## src/rtl/scoreboard_pkg.sv

```systemverilog
// scoreboard_pkg: shared register map, field widths, bus FSM state and score step helper
package scoreboard_pkg;
  localparam int SCORE_W  = 8;
  localparam int PERIOD_W = 4;
  localparam int CLOCK_W  = 12;
  localparam logic [2:0] REG_CTRL   = 3'd0;
  localparam logic [2:0] REG_SCORE  = 3'd1;
  localparam logic [2:0] REG_PERIOD = 3'd2;
  localparam logic [2:0] REG_CLOCK  = 3'd3;
  localparam logic [2:0] REG_STATUS = 3'd4;
  localparam logic [2:0] REG_INC    = 3'd5;
  typedef enum logic {ST_IDLE, ST_ACK} bus_state_e;
  function automatic logic [SCORE_W-1:0] sat_step(input logic [SCORE_W-1:0] v, input logic inc, input logic dec);
    return (inc && !dec && v != '1) ? v + 1'b1 : (dec && !inc && v != '0) ? v - 1'b1 : v;
  endfunction
endpackage

```

## src/rtl/scoreboard_game_timer.sv

```systemverilog
// scoreboard_game_timer: prescaled seconds countdown with sticky expired flag
// Ports: clk_i/rst_i clock and sync reset; load_i/load_val_i load count and zero prescaler;
// run_i enables counting; clr_i clears expired; tick_o terminal-count pulse;
// expired_o sticky flag; count_o seconds remaining.
module scoreboard_game_timer import scoreboard_pkg::*; #(
  parameter logic [23:0] TICK_DIV = 24'd10_000_000
) (
  input  logic               clk_i,
  input  logic               rst_i,
  input  logic               load_i,
  input  logic [CLOCK_W-1:0] load_val_i,
  input  logic               run_i,
  input  logic               clr_i,
  output logic               tick_o,
  output logic               expired_o,
  output logic [CLOCK_W-1:0] count_o
);
  logic [23:0] presc_q, presc_d;
  logic [CLOCK_W-1:0] count_q, count_d;
  logic expired_q, expired_d;
  // a load in the same cycle suppresses the tick so the written count wins
  assign tick_o = run_i & (presc_q == TICK_DIV - 24'd1) & ~load_i;
  always_comb begin
    presc_d = load_i ? '0 : run_i ? (tick_o ? '0 : presc_q + 24'd1) : presc_q;
    count_d = load_i ? load_val_i : (tick_o && count_q != '0) ? count_q - 1'b1 : count_q;
    // setting on the 1->0 tick has priority over a concurrent clear
    expired_d = (expired_q & ~clr_i) | (tick_o & (count_q == CLOCK_W'(1)));
  end
  always_ff @(posedge clk_i) begin
    if (rst_i) begin
      presc_q <= '0;
      count_q <= '0;
      expired_q <= 1'b0;
    end else begin
      presc_q <= presc_d;
      count_q <= count_d;
      expired_q <= expired_d;
    end
  end
  assign expired_o = expired_q;
  assign count_o = count_q;
endmodule

```

## src/rtl/scoreboard_wb_regs.sv

```systemverilog
// scoreboard_wb_regs: Wishbone B4 classic register target holding live scoreboard state
// Ports: wb_clk_i/wb_rst_i clock and sync reset; wbs_* Wishbone slave bus;
// score_home_o/score_away_o/period_o/clock_sec_o/clock_run_o game state;
// buzzer_o expired flag; irq_o expired and irq_en.
module scoreboard_wb_regs import scoreboard_pkg::*; #(
  parameter logic [31:0] BASE_ADDR = 32'h3000_0000,
  parameter logic [23:0] TICK_DIV  = 24'd10_000_000
) (
  input  logic                wb_clk_i,
  input  logic                wb_rst_i,
  input  logic                wbs_cyc_i,
  input  logic                wbs_stb_i,
  input  logic                wbs_we_i,
  input  logic [3:0]          wbs_sel_i,
  input  logic [31:0]         wbs_adr_i,
  input  logic [31:0]         wbs_dat_i,
  output logic                wbs_ack_o,
  output logic [31:0]         wbs_dat_o,
  output logic [SCORE_W-1:0]  score_home_o,
  output logic [SCORE_W-1:0]  score_away_o,
  output logic [PERIOD_W-1:0] period_o,
  output logic [CLOCK_W-1:0]  clock_sec_o,
  output logic                clock_run_o,
  output logic                buzzer_o,
  output logic                irq_o
);
  bus_state_e state_q, state_d;
  logic [SCORE_W-1:0] home_q, home_d, away_q, away_d;
  logic [PERIOD_W-1:0] period_q, period_d;
  logic run_q, run_d, irq_en_q, irq_en_d;
  logic [31:0] rdata_q, rdata_d, rd_val;
  logic [CLOCK_W-1:0] count, load_val;
  logic req, wr, load, tick, expired;
  logic [2:0] idx;
  logic wr_ctrl, wr_score, wr_period, wr_status, wr_inc;
  logic unused_bits;
  assign unused_bits = ^{wbs_adr_i[1:0], wbs_dat_i[31:16], wbs_sel_i[3:2]};
  assign idx = wbs_adr_i[4:2];
  // the IDLE term keeps a strobe held through the ACK cycle from being accepted twice in a row
  assign req = wbs_cyc_i & wbs_stb_i & (wbs_adr_i[31:5] == BASE_ADDR[31:5]) & (state_q == ST_IDLE);
  assign wr = req & wbs_we_i;
  assign wr_ctrl = wr & (idx == REG_CTRL) & wbs_sel_i[0];
  assign wr_score = wr & (idx == REG_SCORE);
  assign wr_period = wr & (idx == REG_PERIOD) & wbs_sel_i[0];
  assign wr_status = wr & (idx == REG_STATUS) & wbs_sel_i[0];
  assign wr_inc = wr & (idx == REG_INC) & wbs_sel_i[0];
  assign load = wr & (idx == REG_CLOCK) & (wbs_sel_i[0] | wbs_sel_i[1]);
  assign load_val = {wbs_sel_i[1] ? wbs_dat_i[11:8] : count[11:8], wbs_sel_i[0] ? wbs_dat_i[7:0] : count[7:0]};
  scoreboard_game_timer #(.TICK_DIV(TICK_DIV)) u_timer (
    .clk_i(wb_clk_i),
    .rst_i(wb_rst_i),
    .load_i(load),
    .load_val_i(load_val),
    .run_i(run_q),
    .clr_i(wr_status & wbs_dat_i[0]),
    .tick_o(tick),
    .expired_o(expired),
    .count_o(count)
  );
  always_comb begin
    case (idx)
      REG_CTRL:   rd_val = {29'd0, irq_en_q, 1'b0, run_q};
      REG_SCORE:  rd_val = {16'd0, away_q, home_q};
      REG_PERIOD: rd_val = {28'd0, period_q};
      REG_CLOCK:  rd_val = {20'd0, count};
      REG_STATUS: rd_val = {30'd0, run_q, expired};
      default:    rd_val = '0;
    endcase
  end
  always_comb begin
    state_d = req ? ST_ACK : ST_IDLE;
    rdata_d = (req & ~wbs_we_i) ? rd_val : '0;
    home_d = home_q;
    away_d = away_q;
    if (wr_ctrl && wbs_dat_i[1]) begin
      home_d = '0;
      away_d = '0;
    end
    if (wr_score && wbs_sel_i[0]) home_d = wbs_dat_i[7:0];
    if (wr_score && wbs_sel_i[1]) away_d = wbs_dat_i[15:8];
    if (wr_inc) begin
      home_d = sat_step(home_q, wbs_dat_i[0], wbs_dat_i[2]);
      away_d = sat_step(away_q, wbs_dat_i[1], wbs_dat_i[3]);
    end
    period_d = wr_period ? wbs_dat_i[3:0] : period_q;
    irq_en_d = wr_ctrl ? wbs_dat_i[2] : irq_en_q;
    run_d = wr_ctrl ? wbs_dat_i[0] & (count != '0) : run_q;
    // the expiring tick stops the clock even against a concurrent run write
    if (tick && count == CLOCK_W'(1)) run_d = 1'b0;
  end
  always_ff @(posedge wb_clk_i) begin
    if (wb_rst_i) begin
      state_q <= ST_IDLE;
      rdata_q <= '0;
      home_q <= '0;
      away_q <= '0;
      period_q <= '0;
      irq_en_q <= 1'b0;
      run_q <= 1'b0;
    end else begin
      state_q <= state_d;
      rdata_q <= rdata_d;
      home_q <= home_d;
      away_q <= away_d;
      period_q <= period_d;
      irq_en_q <= irq_en_d;
      run_q <= run_d;
    end
  end
  assign wbs_ack_o = (state_q == ST_ACK);
  assign wbs_dat_o = rdata_q;
  assign score_home_o = home_q;
  assign score_away_o = away_q;
  assign period_o = period_q;
  assign clock_sec_o = count;
  assign clock_run_o = run_q;
  assign buzzer_o = expired;
  assign irq_o = expired & irq_en_q;
endmodule

```

## config.mk

```make
export PLATFORM = sky130hd
export DESIGN_NAME = scoreboard_wb_regs
export DESIGN_NICKNAME = d
export VERILOG_FILES = /design/src/rtl/scoreboard_pkg.sv /design/src/rtl/scoreboard_game_timer.sv /design/src/rtl/scoreboard_wb_regs.sv
export SDC_FILE = /design/constraint.sdc
export NUM_CORES = 1
export LEC_CHECK = 0
export BUFFER_PORTS_ARGS = -buffer_cell sky130_fd_sc_hd__buf_2
export CORE_MARGIN = 10
export CORE_UTILIZATION = 32
export CTS_BUF_LIST = sky130_fd_sc_hd__clkbuf_8
export DETAILED_ROUTE_END_ITERATION = 8
export GPL_TIMING_DRIVEN = 0
export PLACE_DENSITY = 0.55
export SYNTH_ARGS = -nofsm -noshare
export SYNTH_HDL_FRONTEND = slang
export SYNTH_SLANG_ARGS = --single-unit
```

## constraint.sdc

```tcl
create_clock -name wb_clk_i -period 5.1 [get_ports wb_clk_i]
set_input_delay 0.255 -clock wb_clk_i [delete_from_list [all_inputs] [get_ports wb_clk_i]]
set_output_delay 0.255 -clock wb_clk_i [all_outputs]
set_load 0.02 [all_outputs]
```

### Yosys cells after proc, flatten, opt, wreduce, memory -nomap -nowiden

Index checks and enable logic that the tools add are counted.

* memories kept: 0
* register bits after elaboration: 92
* bits of input ports: 73
* latch bits: 0
* RAM bits: 0
* bits in read-only memories: 0
* output and inout port bits: 68

* bitwise operators: 30
* div/mod/pow operators: 0
* equal/unequal tests: 14
* reductions and logical operators: 31
* order comparisons: 0
* muxes and demuxes: 16
* $add $sub $neg: 6
* $mul: 0
* shift operators: 0

Operators by type and width (count)
* 8-bit 2-to-1 mux: 10
* 16-bit case mux with 5 select lines: 1
* 27-bit by 25-bit equality test with 1-bit output, second input constant: 1
* 24-bit by 1-bit adder with 24-bit output, second input constant: 1
* 24-bit equality test, second input constant: 1
* 12-bit 2-to-1 mux: 2
* 24-bit 2-to-1 mux: 1
* 1-bit bitwise AND: 23
* 8-bit by 1-bit adder with 8-bit output, second input constant: 2
* 8-bit != test, second input constant: 2
* 8-bit nonzero test: 2
* 8-bit by 1-bit subtractor with 8-bit output, second input constant: 2
* 1-bit logical AND: 13
* 12-bit by 1-bit equality test with 1-bit output, second input constant: 1
* 12-bit nonzero test: 1
* 12-bit by 1-bit subtractor with 12-bit output, second input constant: 1
* 2-bit AND reduction: 4
* 3-bit by 2-bit equality test with 1-bit output, second input constant: 2
* 3-bit equality test, second input constant: 2
* 3-bit by 1-bit != test with 1-bit output, second input constant: 2
* 3-bit nonzero test: 2
* 2-bit OR reduction: 3
* 1-bit inverter: 5
* 1-bit zero test: 4
* other kinds (7): 9

### Depth between registers and ports, before layout

Gate-level depths: netlist of run 1.

* word-level depth: 11
* depth in mapped cells: 9
* gate-level depth less buffers: 9

### By module

Synthesis of run 1 repeated with hierarchy kept, for this count alone.

* cells, all modules: 583
* area total of the unflattened synthesis: 5051.1 µm²

Modules (own cells, without submodules)
* scoreboard_wb_regs: times used 1, area each 3030.4 µm², cells each 341, seq. area each 780.7 µm²
* scoreboard_game_timer: times used 1, area each 2020.7 µm², cells each 242, seq. area each 740.7 µm²

### Least setup slack after synthesis of run 1

OpenSTA, ideal clock, no wires.

* path kind: register to register
* from: register home_q[0], in the netlist score_home_o[0]
* to: register home_q[7], in the netlist score_home_o[7]
* period minus slack after synthesis: 2706 ps
* slack: 2394 ps
* data required time: 4968 ps
* arrival time: 2575 ps
* cell stages (with the launch flop): 10
* cell sequence: dfxtp_1 nand4_1 o211ai_1 ha_1 a21oi_1 o211ai_1 o41ai_1 xnor2_1 mux2i_1 o22ai_1

* cells in the longest elaborated chain, start to end: 4
* elaborated cells on any way between the ends: 11
* those cells by class: add/sub (2); eq/ne (2); mux (3); reduce/logical (4)

RTL lines
* start: declaration: RTL line scoreboard_wb_regs.sv:28 `logic [SCORE_W-1:0] home_q, home_d, away_q, away_d;`
* start signal: assignment: RTL line scoreboard_wb_regs.sv:103 `home_q <= home_d;`
* 8-bit by 1-bit subtractor with 8-bit output (tied with other cells): RTL line scoreboard_pkg.sv:14 `return (inc && !dec && v != '1) ? v + 1'b1 : (dec && !inc && v != '0) ? v - 1'b1 : v;`
* 8-bit 2-to-1 mux / 1-bit logical AND (equally long branches): RTL line scoreboard_pkg.sv:14
* 8-bit 2-to-1 mux / 3-bit by 1-bit != test with 1-bit output (equally long branches)
* 8-bit 2-to-1 mux / 2-bit AND reduction (equally long branches)

Parallel ways exist; a longest one is shown, timed or not. The select of a mux whose other input is x is not followed.
A chain may end at the register's enable or synchronous reset.

### Final worst setup path of run 1

Same ends and word-level chain as after synthesis.

==> run metrics, run 1 <==
endpoint class of the critical path flip-flop; post-route cell area 0.00569 sq mm; TNS Setup 0 ns; Seq cells post-synth 76; Placeable Area 0.0144 sq mm; num rows 44; maximum fanout along the worst path 9; crit-path most repeated cell o211ai_1; largest net degree at the start of global routing 14; dominant cell type by area after synthesis dfxtp_1; startpoint types flip-flop; R2R setup slack 1.82 ns; GRT Util Overall 15.5%; via count 4,646; max-cap viol count 0; Synth async-reset ratio 0%; Req. time, crit path 5.33 ns; combinational power share 8.6%; top_reg_cell synth dfxtp_1; setup bufs post-CTS 0; CTS clk-pin slew, worst paths 0.09 ns; CP cell instances nand4_1 -> o211ai_1 -> ha_1 -> a21oi_1 -> o211ai_1 -> o41ai_1 -> xnor2_1 -> mux2i_1 -> o22ai_1; EDFF count, synth 0; Worst Path Arrival 3.51 ns; Post-Syn Instances 567; number of H-tree levels 3; Final GP Congestion 0.928; FMAX 0.305 GHz; Hold WC Path Type in -> reg; Layout area overhead 21.8%; CTS max path bufs 2; Num CTS Buffers 9; Slew Limit Fails 0; synthesized area per cell 8.24 sq um; slowest stage cell, crit path o211ai_1; initial antenna violation count 0; worst skew pair latency 0.37 ns; final wirelength 15.7 mm; Worst path top cell family by delay compound AO/OA/AOI/OAI gates; largest family of logic cells by synthesized area simple AND/OR/NAND/NOR gates; commonest non-fill, non-tap cell in the layout buf_2; post-DR vias/cell 5.27; Max-Slew Margin vs Limit 24.8%; drt first pass iters 5; Post-Synth Adder-Cell Area 4.88%; wire per inst 17.9 um; Slowest Stage Delay on Critical Path 0.74 ns; Post-Synth Simple-Gate Area 26.7%; die height 141 um; Iter 0 DRT Violations 267; final number of setup-violating endpoints 0; Synth Warn # 0; Buffers on Ports 99; most frequent cells in the layout buf_2, dfxtp_1, nor2_1; Peak supply drop 0.112 mV; share of the synthesized area in the top cell type 32.6%; Pwr Density 219 mW/mm^2; number of global-route vias before repair 4,665; Synth Cell Area 0.00467 sq mm; RSZ-0062 raised after global routing no; placed wire-length estimate 12.5 mm; min cycle time layout 3.28 ns; fin nets 782; DRC 0; Buf/Inv on CP 0; Antenna diodes 0; Resize count post-CTS 0; post-synthesis sequential area ratio 32.6%; layout cell share with drive strength beyond 1 22.2%; Area after DPL 0.00545 sq mm; Clk network pwr share 43.8%; die area 0.0198 sq mm; synth unique cells 70; clock sinks 76; Int Pwr 0.937 mW; die width 141 um; Initial Util 32.4%; hold_ws 0.132 ns; Final ANT Viol Nets 0; first-pass GRT wire length 24.9 mm; total gr overflow 0; CTS Hold Bufs 0; Slew @ Worst Pin 1.12 ns; multiplexer area fraction after synthesis 5.06%; leakage 2.41 nW; Synth area leaders dfxtp_1, nor2_1, ha_1; CTS tree done; XOR/XNOR Fraction of Synth Area 6.38%; endpoints failing hold 0; critical path type reg -> reg; compound-cell area share of the yosys netlist 17.2%; ratio of final minimum period to clock period 64.4%; status finished clean; CTS root buf clkbuf_8; switching power 0.307 mW; Worst Skew 0.0127 ns; Seq pwr share 47.6%; IO Pins 141; Switching Fraction 24.7%
[power groups by stage]
stage	Sequential, mW	Combinational, mW	Clock, mW
after floorplan	0.607	0.0652	0
after global placement	0.607	0.103	0
after detailed placement	0.607	0.105	0
after CTS	0.593	0.105	0.558
after global routing	0.593	0.116	0.580
final	0.593	0.106	0.545
[tightest hold or removal path: stages]
cell     delay (ns)
buf_2          0.11
nand2_1        0.05
a21oi_1        0.05
[per-layer routing]
metal,GRT usage [%],wire [um],vias up
met3,4.10,1040,22
met1,18.5,6670,2211
met5,0,0,-
met4,5.38,342,0
met2,26.3,7680,138
li1,-,-,2275
[final cells by class]
cell class | instances | area, sq um
Tap cell | 184 | 230
Timing Repair Buffer | 99 | 495
Multi-Input combinational cell | 439 | 2870
Clock buffer | 11 | 151
Buffer | 41 | 234
Inverter | 26 | 97.6
Sequential cell | 76 | 1520
Clock inverter | 5 | 82.6
Fill cell | 1524 | 8740
[sequential cells by signal (all words and copies together), names as in the netlist]
signal / count
u_timer.count_o: 12
period_o: 4
irq_en_q: 1
score_away_o: 8
u_timer.presc_q: 24
wbs_ack_o: 1
clock_run_o: 1
wbs_dat_o: 16
u_timer.expired_o: 1
score_home_o: 8
[cells in the mapped netlist (15+ instances only)]
library cell,number
a21oi_1,26
buf_4,16
clkbuf_1,18
dfxtp_1,76
ha_1,15
inv_1,26
mux2i_1,18
nand2_1,34
nand3_1,22
nand4_1,16
nor2_1,73
nor3_1,22
xnor2_1,18
xor2_1,16
[logic make-up after synthesis]
family,Yosys count
AO/OA/AOI/OAI,113
XOR/XNOR,34
adder cells (fa/ha/maj),17
buffers and inverters,67
flip-flops,76
multiplexers,22
other,1
AND/OR/NAND/NOR,237
[final timing paths]
kind | start | cells after the start | endpoint
max | score_home_o[0] | 9 | score_home_o[7]
min | wbs_dat_i[10] | 3 | score_away_o[2]
max reg2reg | score_home_o[0] | 9 | score_home_o[7]
min reg2reg | period_o[3] | 2 | wbs_dat_o[3]
[stage by stage]
stage | util [%] | total power, mW | cells | worst slack, ns
2_1_floorplan | - | 0.672 | 582 | 2.39
3_3_place_gp | 37.8 | 0.710 | 865 | 1.98
3_5_place_dp | 37.8 | 0.712 | 865 | 1.83
4_1_cts | 39.4 | 1.26 | 881 | 1.80
5_1_grt | 39.4 | 1.29 | 881 | 1.51
6_report | 39.4 | 1.24 | 881 | 1.82
Power figures use the tool's default switching activity.
==> run 2: changes to the inputs <==
- clock period: 5.1 -> 3.1 ns (I/O delays scaled with it)
==> run 2 against run 1 <==
Via count is 0.17% higher. Global-route usage hardly changed. Total power is 65% higher. Worst hold slack worse by 0.10 ns. Sequential share of layout area is 0.12 points lower. Register-to-register slack worse by 1.5 ns. Core utilization is 0.18 points higher. Non-clock buffer count is 3 higher. Clock power is 65% higher. Flip-flop and latch count stayed put.
==> run metrics, run 2 (synthesis gave the netlist of run 1 again) <==
wl on met1 6.81 mm; maximum fanout along the worst path 8; DRC 0; Clk network pwr share 43.8%; Switching Fraction 24.7%; CTS Hold Bufs 0; CTS tree done; Filler Cells Inserted 1,523; Buffers on Ports 99; fin nets 785; clock sinks 76; CTS clk-pin slew, worst paths 0.08 ns; area of the multi-input gates 0.00288 sq mm; Peak supply drop 0.184 mV; fin cells 884; Reg area 0.00152 sq mm; most frequent cells in the layout buf_2, dfxtp_1, nor2_1; die width 141 um; FMAX 0.359 GHz; num rows 44; min cycle time layout 2.78 ns; switching power 0.507 mW; met2 WL 7.73 mm; layout cell share with drive strength beyond 1 22.7%; met3 wire len 907 um; Iter 0 DRT Violations 266; die area 0.0198 sq mm; CP cell instances nand4_1 -> o211ai_1 -> buf_4 -> ha_1 -> a21oi_1 -> o211ai_1 -> o41ai_1 -> xnor2_1 -> mux2i_1 -> o22ai_1; max-cap viol count 0; largest net degree at the start of global routing 14; Final ANT Viol Nets 0; Max-Slew Margin vs Limit 24.7%; wire per inst 17.8 um; drt first pass iters 5; placed wire-length estimate 12.5 mm; GRT Util Overall 15.6%; Final GP Congestion 0.928; Worst Skew 0.0132 ns; number of H-tree levels 3; Final Core Density 39.6%; initial antenna violation count 0; ratio of final minimum period to clock period 89.8%; Slowest Stage Delay on Critical Path 0.58 ns; uppermost routed layer met4; critical path type reg -> reg; total gr overflow 0; Slew Limit Fails 0; RSZ-0062 raised after global routing no; leakage 2.43 nW; slowest stage cell, crit path dfxtp_1; final wirelength 15.8 mm; max FFs per register 24; endpoint class of the critical path flip-flop; Antenna diodes 0; worst skew pair latency 0.37 ns; crit-path most repeated cell o211ai_1; final number of setup-violating endpoints 0; Int Pwr 1.54 mW; post-DR vias/cell 5.26; Worst Path Arrival 3.01 ns; Slew @ Worst Pin 1.12 ns; Req. time, crit path 3.33 ns; Initial Util 32.4%; die height 141 um; number of global-route vias before repair 4,673; Layout area overhead 22.3%; Seq pwr share 47.5%; first-pass GRT wire length 24.9 mm; CTS max path bufs 2; CTS root buf clkbuf_8; Pwr Density 359 mW/mm^2; via count 4,654; DP Cell Count 865; Top reg by flops u_timer.presc_q; status finished clean; commonest non-fill, non-tap cell in the layout buf_2; endpoints failing hold 0; combinational power share 8.7%; Num CTS Buffers 9; startpoint types flip-flop; IO Pins 141; overall power 2.05 mW; Placeable Area 0.0144 sq mm; Hold WC Path Type in -> reg
==> run 2: changes by cell type in the layout (fill, tap and decap cells not counted) <==
cell | before | now
o21ai_1 | 1 | 0
buf_4 | 16 | 19
o21ai_2 | 1 | 2
==> run 2: final timing paths <==
path / from / end / slack (ns) / depth (start not counted)
worst max-delay path: score_home_o[0] / score_home_o[7] / 0.32 / 10
worst min-delay path: wbs_dat_i[10] / score_away_o[2] / 0.03 / 3
worst max register to register: score_home_o[0] / score_home_o[7] / 0.32 / 10
worst min register to register: period_o[3] / wbs_dat_o[3] / 0.50 / 2
==> run 2: metrics by stage <==
| stage | area (sq um) | TNS, ns | hold slack, ns | setup WS, ns |
|---|---|---|---|---|
| after floorplan | 4730 | 0 | 0.286 | 0.394 |
| after global placement | 5450 | -0.0172 | 0.418 | -0.0172 |
| after detailed placement | 5450 | -0.169 | 0.415 | -0.169 |
| after CTS | 5710 | 0 | 0.00722 | 0.204 |
| after global routing | 5710 | 0 | 0.0293 | 0.0513 |
| final | 5710 | 0 | 0.0288 | 0.318 |
==> run 2: final cells by class <==
| type | instances | share of cell area, % |
|---|---|---|
| Sequential cell | 76 | 26.6 |
| Tap cell | 184 | 4.03 |
| Multi-Input combinational cell | 439 | 50.4 |
| Buffer | 41 | 4.10 |
| Clock inverter | 5 | 1.45 |
| Clock buffer | 11 | 2.65 |
| Timing Repair Buffer | 102 | 9.07 |
| Inverter | 26 | 1.71 |
==> run 2: power groups by stage <==
stage / Clock [mW] / Sequential (mW) / Combinational (mW)
finish: 0.898 / 0.975 / 0.179
global route: 0.954 / 0.975 / 0.195
CTS: 0.918 / 0.975 / 0.176
detailed placement: 0 / 0.998 / 0.173
global placement: 0 / 0.998 / 0.169
floorplan: 0 / 0.998 / 0.107
==> run 2: per-layer routing <==
| layer | up-vias | GRT usage (%) |
|---|---|---|
| met5 | - | 0 |
| met4 | 0 | 5.38 |
| met3 | 18 | 4.10 |
| met2 | 140 | 26.3 |
| met1 | 2215 | 18.6 |
| li1 | 2281 | - |
==> run 2: worst max-delay path, delay by kind of cell (launching register included) <==
kind	cells	cell delay, ns
XOR/XNOR	1	0.20
multiplexers	1	0.20
buffers and inverters	1	0.18
adder cells (fa/ha/maj)	1	0.23
flip-flops	1	0.58
AND/OR/NAND/NOR	1	0.14
AO/OA/AOI/OAI	5	1.10
==> run 2: repair_timing <==
action | CTS | global route
pin swaps | 1 | 0
setup endpoints to repair | 2 | 2
endpoints found under the hold margin | 0 | 0
buffers inserted | 3 | 0
gates resized for setup | 0 | 1
